--- config.mk ---
export PLATFORM = sky130hd
export DESIGN_NAME = rvb_cldiv_flat
export DESIGN_NICKNAME = d
export VERILOG_FILES = /design/src/rtl/rvb_pkg.sv /design/src/rtl/rvb_cldiv_if.sv /design/src/rtl/rvb_cldiv_lzd.sv /design/src/rtl/rvb_cldiv.sv /design/src/flat_wrapper.sv
export SDC_FILE = /design/constraint.sdc
export NUM_CORES = 2
export LEC_CHECK = 0
export ABC_CLOCK_PERIOD_IN_PS = 17100
export BUFFER_PORTS_ARGS = -buffer_cell sky130_fd_sc_hd__buf_4
export CAP_MARGIN = 20
export CORE_MARGIN = 5
export CORE_UTILIZATION = 60
export DETAILED_ROUTE_END_ITERATION = 7
export PLACE_DENSITY = 0.88
export SYNTH_ARGS = -nofsm -noshare
export SYNTH_HDL_FRONTEND = slang
export SYNTH_SLANG_ARGS = --single-unit
export TNS_END_PERCENT = 100
--- constraint.sdc ---
create_clock -name clock -period 17.1 [get_ports clock]
set_clock_uncertainty 0.15 [all_clocks]
set_input_delay 0.855 -clock clock [delete_from_list [all_inputs] [get_ports clock]]
set_output_delay 0.855 -clock clock [all_outputs]
set_load 0.02 [all_outputs]
--- src/rtl/rvb_pkg.sv ---
// Shared constants for the bitmanip carry-less divider: funct encoding and configuration helpers.
// Combinational only; no latency or backpressure of its own.
package rvb_pkg;

  localparam logic FUNCT_CLDIV = 1'b0;
  localparam logic FUNCT_CLREM = 1'b1;

  localparam int XLEN_DEF = 64;
  localparam int BPC_DEF  = 8;

  function automatic bit cfg_ok(input int xlen, input int bpc);
    return ((xlen == 32) || (xlen == 64)) && (bpc > 0) && ((32 % bpc) == 0);
  endfunction

  function automatic int iter_cycles(input int width, input int bpc);
    return width / bpc;
  endfunction

endpackage

--- src/rtl/rvb_cldiv_if.sv ---
// din/dout valid-ready bundle between the bitmanip execute stage and the carry-less divider.
// Pure wiring; the divider owns din_ready/dout_valid/dout_rd, the stage owns the rest.
interface rvb_cldiv_if #(
  parameter int XLEN = 64
) ();

  logic            din_valid;
  logic            din_ready;
  logic [XLEN-1:0] din_rs1;
  logic [XLEN-1:0] din_rs2;
  logic            din_insn3;
  logic            din_insn13;
  logic            dout_valid;
  logic            dout_ready;
  logic [XLEN-1:0] dout_rd;

  modport master (
    output din_valid, din_rs1, din_rs2, din_insn3, din_insn13, dout_ready,
    input  din_ready, dout_valid, dout_rd
  );

  modport slave (
    input  din_valid, din_rs1, din_rs2, din_insn3, din_insn13, dout_ready,
    output din_ready, dout_valid, dout_rd
  );

endinterface

--- src/rtl/rvb_cldiv_lzd.sv ---
// Leading-one detector for the divisor; word mode looks only at the low 32 bits.
// Combinational, zero latency, no backpressure.
module rvb_cldiv_lzd #(
  parameter int XLEN = 64
) (
  input  logic [XLEN-1:0]         i_val,
  input  logic                    i_word,
  output logic [$clog2(XLEN)-1:0] o_idx,
  output logic                    o_zero
);

  localparam int DW = $clog2(XLEN);

  logic [XLEN-1:0] w_val;

  always_comb begin
    w_val = i_val;
    if (i_word) begin
      for (int i = 32; i < XLEN; i++) w_val[i] = 1'b0;
    end
    o_idx = '0;
    for (int i = 0; i < XLEN; i++) begin
      if (w_val[i]) o_idx = DW'(i);
    end
    o_zero = (w_val == '0);
  end

endmodule

--- src/rtl/rvb_cldiv.sv ---
// Iterative GF(2) divider (CLDIV/CLREM), BPC quotient bits per cycle; result L/BPC edges after accept.
// Result held while dout_ready is low; a new accept may share the output handshake edge.
module rvb_cldiv
  import rvb_pkg::*;
#(
  parameter int XLEN = XLEN_DEF,
  parameter int BPC  = BPC_DEF
) (
  input  logic        clock,
  input  logic        resetn,
  rvb_cldiv_if.slave  bus
);

  localparam int CW = $clog2(XLEN + 1);
  localparam int DW = $clog2(XLEN);
  localparam int SH = XLEN - 32;
  localparam int NCYC_FULL = iter_cycles(XLEN, BPC);
  localparam int NCYC_WORD = iter_cycles(32, BPC);

  if (!cfg_ok(XLEN, BPC)) begin : g_bad_cfg
    $error("rvb_cldiv: XLEN must be 32 or 64 and BPC must divide 32");
  end

  logic            r_busy;
  logic [CW-1:0]   r_state;
  logic [CW-1:0]   r_j;
  logic [CW-1:0]   r_s;
  logic [XLEN-1:0] r_q;
  logic [XLEN-1:0] r_r;
  logic [XLEN-1:0] r_bn;
  logic            r_funct;
  logic            r_w;

  logic            w_acc;
  logic            w_word;
  logic            w_dout_vld;
  logic [XLEN-1:0] w_rs1a;
  logic [XLEN-1:0] w_rs2a;
  logic [DW-1:0]   w_idx;
  logic            w_zero;
  logic [CW-1:0]   w_d;
  logic [CW-1:0]   w_sh;
  logic [XLEN-1:0] w_q_nxt;
  logic [XLEN-1:0] w_r_nxt;
  logic [DW-1:0]   w_pos;
  logic            w_bit;
  logic [XLEN-1:0] w_q_out;
  logic [XLEN-1:0] w_r_out;

  // Word operands are left-aligned so the step logic always works from bit XLEN-1 down.
  assign w_word = bus.din_insn3 && (XLEN == 64);
  assign w_rs1a = w_word ? (bus.din_rs1 << SH) : bus.din_rs1;
  assign w_rs2a = w_word ? (bus.din_rs2 << SH) : bus.din_rs2;

  rvb_cldiv_lzd #(.XLEN(XLEN)) u_lzd (
    .i_val  (bus.din_rs2),
    .i_word (w_word),
    .o_idx  (w_idx),
    .o_zero (w_zero)
  );

  assign w_d  = w_word ? (CW'(w_idx) + CW'(SH)) : CW'(w_idx);
  assign w_sh = CW'(XLEN - 1) - w_d;

  assign w_dout_vld     = (r_state == '0) && r_busy && resetn;
  assign bus.dout_valid = w_dout_vld;
  assign bus.din_ready  = (r_state == '0) && (!r_busy || (w_dout_vld && bus.dout_ready)) && resetn;
  assign w_acc          = bus.din_valid && bus.din_ready;

  always_comb begin
    w_q_nxt = r_q;
    w_r_nxt = r_r;
    w_pos   = '0;
    w_bit   = 1'b0;
    for (int k = 0; k < BPC; k++) begin
      if ((int'(r_j) + k) < int'(r_s)) begin
        w_pos   = DW'(XLEN - 1 - (int'(r_j) + k));
        w_bit   = w_r_nxt[w_pos];
        w_q_nxt = {w_q_nxt[XLEN-2:0], w_bit};
        if (w_bit) w_r_nxt = w_r_nxt ^ (r_bn >> (int'(r_j) + k));
      end
    end
  end

  // Quotient sits in the low bits, remainder in the high bits when in word mode.
  assign w_q_out     = r_w ? XLEN'($signed(r_q << SH) >>> SH) : r_q;
  assign w_r_out     = r_w ? XLEN'($signed(r_r) >>> SH) : r_r;
  assign bus.dout_rd = (r_funct == FUNCT_CLDIV) ? w_q_out : w_r_out;

  always_ff @(posedge clock or negedge resetn) begin
    if (!resetn) begin
      r_busy  <= 1'b0;
      r_state <= '0;
      r_j     <= '0;
      r_s     <= '0;
      r_q     <= '0;
      r_r     <= '0;
      r_bn    <= '0;
      r_funct <= 1'b0;
      r_w     <= 1'b0;
    end else if (w_acc) begin
      r_busy  <= 1'b1;
      r_state <= w_word ? CW'(NCYC_WORD) : CW'(NCYC_FULL);
      r_j     <= '0;
      r_s     <= w_zero ? '0 : (CW'(XLEN) - w_d);
      r_q     <= w_zero ? '1 : '0;
      r_r     <= w_rs1a;
      r_bn    <= w_rs2a << w_sh;
      r_funct <= bus.din_insn13;
      r_w     <= w_word;
    end else if (r_state != '0) begin
      r_state <= r_state - 1'b1;
      r_j     <= r_j + CW'(BPC);
      r_q     <= w_q_nxt;
      r_r     <= w_r_nxt;
    end else if (w_dout_vld && bus.dout_ready) begin
      r_busy  <= 1'b0;
    end
  end

endmodule

--- src/flat_wrapper.sv ---
// flat-port wrapper written by rule: the top's interface ports become plain ports
module rvb_cldiv_flat import rvb_pkg::*;
#(
  parameter int XLEN = XLEN_DEF,
  parameter int BPC  = BPC_DEF
)
  (clock, resetn, bus_din_valid, bus_din_rs1, bus_din_rs2, bus_din_insn3, bus_din_insn13, bus_dout_ready, bus_din_ready, bus_dout_valid, bus_dout_rd);
  rvb_cldiv_if #(.XLEN(XLEN)) bus_i ();
  input  logic clock;
  input  logic resetn;
  input wire logic [$bits(bus_i.din_valid)-1:0] bus_din_valid;
  input wire logic [$bits(bus_i.din_rs1)-1:0] bus_din_rs1;
  input wire logic [$bits(bus_i.din_rs2)-1:0] bus_din_rs2;
  input wire logic [$bits(bus_i.din_insn3)-1:0] bus_din_insn3;
  input wire logic [$bits(bus_i.din_insn13)-1:0] bus_din_insn13;
  input wire logic [$bits(bus_i.dout_ready)-1:0] bus_dout_ready;
  output wire logic [$bits(bus_i.din_ready)-1:0] bus_din_ready;
  output wire logic [$bits(bus_i.dout_valid)-1:0] bus_dout_valid;
  output wire logic [$bits(bus_i.dout_rd)-1:0] bus_dout_rd;
  assign bus_i.din_valid = bus_din_valid;
  assign bus_i.din_rs1 = bus_din_rs1;
  assign bus_i.din_rs2 = bus_din_rs2;
  assign bus_i.din_insn3 = bus_din_insn3;
  assign bus_i.din_insn13 = bus_din_insn13;
  assign bus_i.dout_ready = bus_dout_ready;
  assign bus_din_ready = bus_i.din_ready;
  assign bus_dout_valid = bus_i.dout_valid;
  assign bus_dout_rd = bus_i.dout_rd;
  rvb_cldiv #(.XLEN(XLEN), .BPC(BPC)) u_core (.clock(clock), .resetn(resetn), .bus(bus_i));
endmodule
==> impl_metrics.csv <==
group,metric,value,unit
status,status,"finished, violations left",
status,violations,"hold timing",
die,row_count,83,
clock_tree,cts_made_buffers,27,
placed_design,routabilityCongestion,1.122,
setup_path,ff2ff_setup_slack,5.25,ns
setup_path,cpLargestDelayFamily,"compound AO/OA/AOI/OAI gates",
clock_tree,clk_latency,0.60,ns
yosys,avgSynthCellArea,7.220,um2
placed_design,dp_hpwl,107.3,mm
yosys,yosysUniqueCellTypes,103,
sta,finalHoldViolCount,6,
setup_path,startpoint,"u_core.r_j[3]",
die,pin_count,200,
global_route,track_usage,49.77,%
setup_path,cp.depth,30,
sta,post-route-min-period,11.85,ns
route,dr_wl_met2,60.63,mm
die,start_util,60.37,%
sta,setup_tns,0,ns
finish,final_common_cell,"nand2_1",
route,via_per_inst,7.280,
yosys,synth_fp_nets,4422,
clock_tree,clockBufferDepth,3,
route,wl_per_cell,29.96,um
setup_path,worstPathRequired,17.43,ns
route,top_layer,"met5",
sta,tightest_slew,1.192,ns
route,final_antenna_net_count,0,
setup_path,crit_end,"u_core.r_r[24]",
clock_tree,cts_post_setup_buffers_inserted,0,
setup_path,rr_worst_depth,30,
sta,fin_ws,5.249,ns
route,met1Wirelength,52.87,mm
clock_tree,cts.htree.levels,1,
route,num_vias,35867,
clock_tree,hold_buffers,0,
yosys,synth_edf_count,0,
finish,nNetsFinal,4371,
die,die_area,56040,um2
yosys,synth.yosys.seq_area_share,17.28,%
route,met3WireLength,22.94,mm
placed_design,dp_slack,5.695,ns
die,die_h,236.7,um
clock_tree,clock_sinks,213,
setup_path,r2r-start,"u_core.r_j[3]",
hold_path,min-delay-path-class,"input pin to async pin",
global_route,grt_max_degree,115,
setup_path,max_stage_delay,0.77,ns
route,firstDrtPassIters,8,
yosys,synth_area,30840,um2
placed_design,numPortBuffers,199,
global_route,grt_antenna_before_repair,3,
sta,max_freq,84.38,MHz
setup_path,crit_buf_inv,6,
setup_path,cp-end-kind,"flop",
route,totalWireLength,147.6,mm
setup_path,crit_type,"flop to flop",
setup_path,cpMostUsedCell,"buf_4",
job,cap_violations,0,
die,fp.coreArea,51090,um2
clock_tree,cts_root_buf,"clkbuf_16",
die,die_w,236.7,um
sta,relSlewSlack,20.26,%
sta,slew_violations,0,
finish,drive_above_1_share,13.06,%
global_route,grt_pass1_vias,32430,
clock_tree,cts_tree,"built",
setup_path,crit_fanout,51,
sta,period_share,69.31,%
finish,fill_cells,4451,
route,drc,0,
finish,area_delta_synth_final,8.766,%
yosys,synthArstFlopShare,100.0,%
yosys,synth_top_flop_cell,"dfrtp_1",
clock_tree,clk_pin_slew_worst_paths,0.06,ns
global_route,grt_pass1_wl,214.6,mm
yosys,syn_inst,4272,
setup_path,r2r_end,"u_core.r_r[24]",
clock_tree,cts_resized,0,
finish,mostFrequentLayoutCells,"nand2_1, nor2_1, xnor2_1",
setup_path,arrival,12.18,ns
route,drtIter0Drc,6238,
global_route,globalRouteOverflowTotal,0,
yosys,synth_warnings,0,
sta,setup_viol_count_final,0,
setup_path,startpoint_type,"flop",
sta,rsz0062_at_grt,"false",
finish,fin_util,65.66,%
setup_path,cpMaxStageDelayCell,"dfrtp_4",
yosys,synth_seq_cells,213,
sta,hold_slack,-0.005228,ns
-- cell families (layout without fill, tap and decap cells) --
logic type / Yosys count / after routing / share of synthesized area, %
AOI/OAI and AO/OA: 1166 / 1166 / 24.54
xor gates and xnor gates: 439 / 439 / 12.53
adders and majority gates: 16 / 16 / 0.6491
buffers and inverters: 408 / 378 / 5.700
DFF: 213 / 213 / 17.28
muxes: 432 / 432 / 17.09
other: 0 / 5 / 0
and+or+nand+nor: 1598 / 1598 / 22.21
-- stage by stage --
step / std cells / instance area (um2) / hold slack [ns]
6_report: 4927 / 33550 / -0.005228
5_1_grt: 4922 / 33530 / 0.01375
4_1_cts: 4919 / 33480 / 0.002317
3_5_place_dp: 4869 / 32440 / 0.3195
3_3_place_gp: 4869 / 32440 / 0.3084
2_1_floorplan: 4272 / 30840 / 0.2857
-- sequential cells by signal, indices dropped and copies added (netlist names) --
name and count:
u_core.r_w 1, u_core.r_busy 1, u_core.r_j 4, u_core.r_funct 1
u_core.r_bn 64, u_core.r_q 64, u_core.r_s 7, u_core.r_r 64
u_core.r_state 7
-- routing by layer --
metal | global-route usage (%) | vias up
met2 | 72.67 | 3240
li1 | - | 15231
met3 | 17.80 | 765
met5 | 0 | -
met1 | 64.68 | 16629
met4 | 26.36 | 2
-- cells in the mapped netlist, drive strengths merged (37+ instances only) --
| library cell | number | share of area, % |
|---|---|---|
| clkbuf | 238 | 2.9 |
| buf | 133 | 2.3 |
| xor2 | 54 | 1.5 |
| nor2 | 554 | 6.8 |
| mux2i | 319 | 10 |
| nand2 | 705 | 8.6 |
| nor3 | 58 | 0.98 |
| xnor2 | 384 | 11 |
| mux2 | 43 | 1.6 |
| a31oi | 43 | 0.87 |
| a22oi | 84 | 2.0 |
| nand3 | 71 | 1.2 |
| o211ai | 51 | 1.3 |
| a211oi | 79 | 2.0 |
| o22ai | 120 | 2.5 |
| o21ai | 247 | 4.0 |
| dfrtp | 213 | 17 |
| mux4 | 70 | 5.1 |
| a21oi | 308 | 5.0 |
| and3 | 37 | 0.77 |
-- final cells by class --
type,count,area (um2),area share [%]
multi-input cells,3651,23920,71.31
flip-flops and latches,213,5340,15.92
repair buffers,294,2262,6.743
well taps,680,850.8,2.536
clock buffers,33,748.2,2.230
clock inverters,17,284.0,0.8466
inverters,34,127.6,0.3804
diodes,5,12.51,0.03730
-- worst min path at each step --
stage                 startpoint                end  slack (ns)
2_1_floorplan  u_core.r_state[5]  u_core.r_state[5]        0.29
3_3_place_gp   u_core.r_state[5]  u_core.r_state[5]        0.31
3_5_place_dp      u_core.r_bn[2]     u_core.r_bn[2]        0.32
4_1_cts                   resetn     u_core.r_q[15]       0.002
5_1_grt                   resetn     u_core.r_q[16]        0.01
6_report                  resetn     u_core.r_q[17]      -0.005
Power is not shown: default switching activity piles up to over one toggle a cycle in this logic, so the estimate is an artifact.
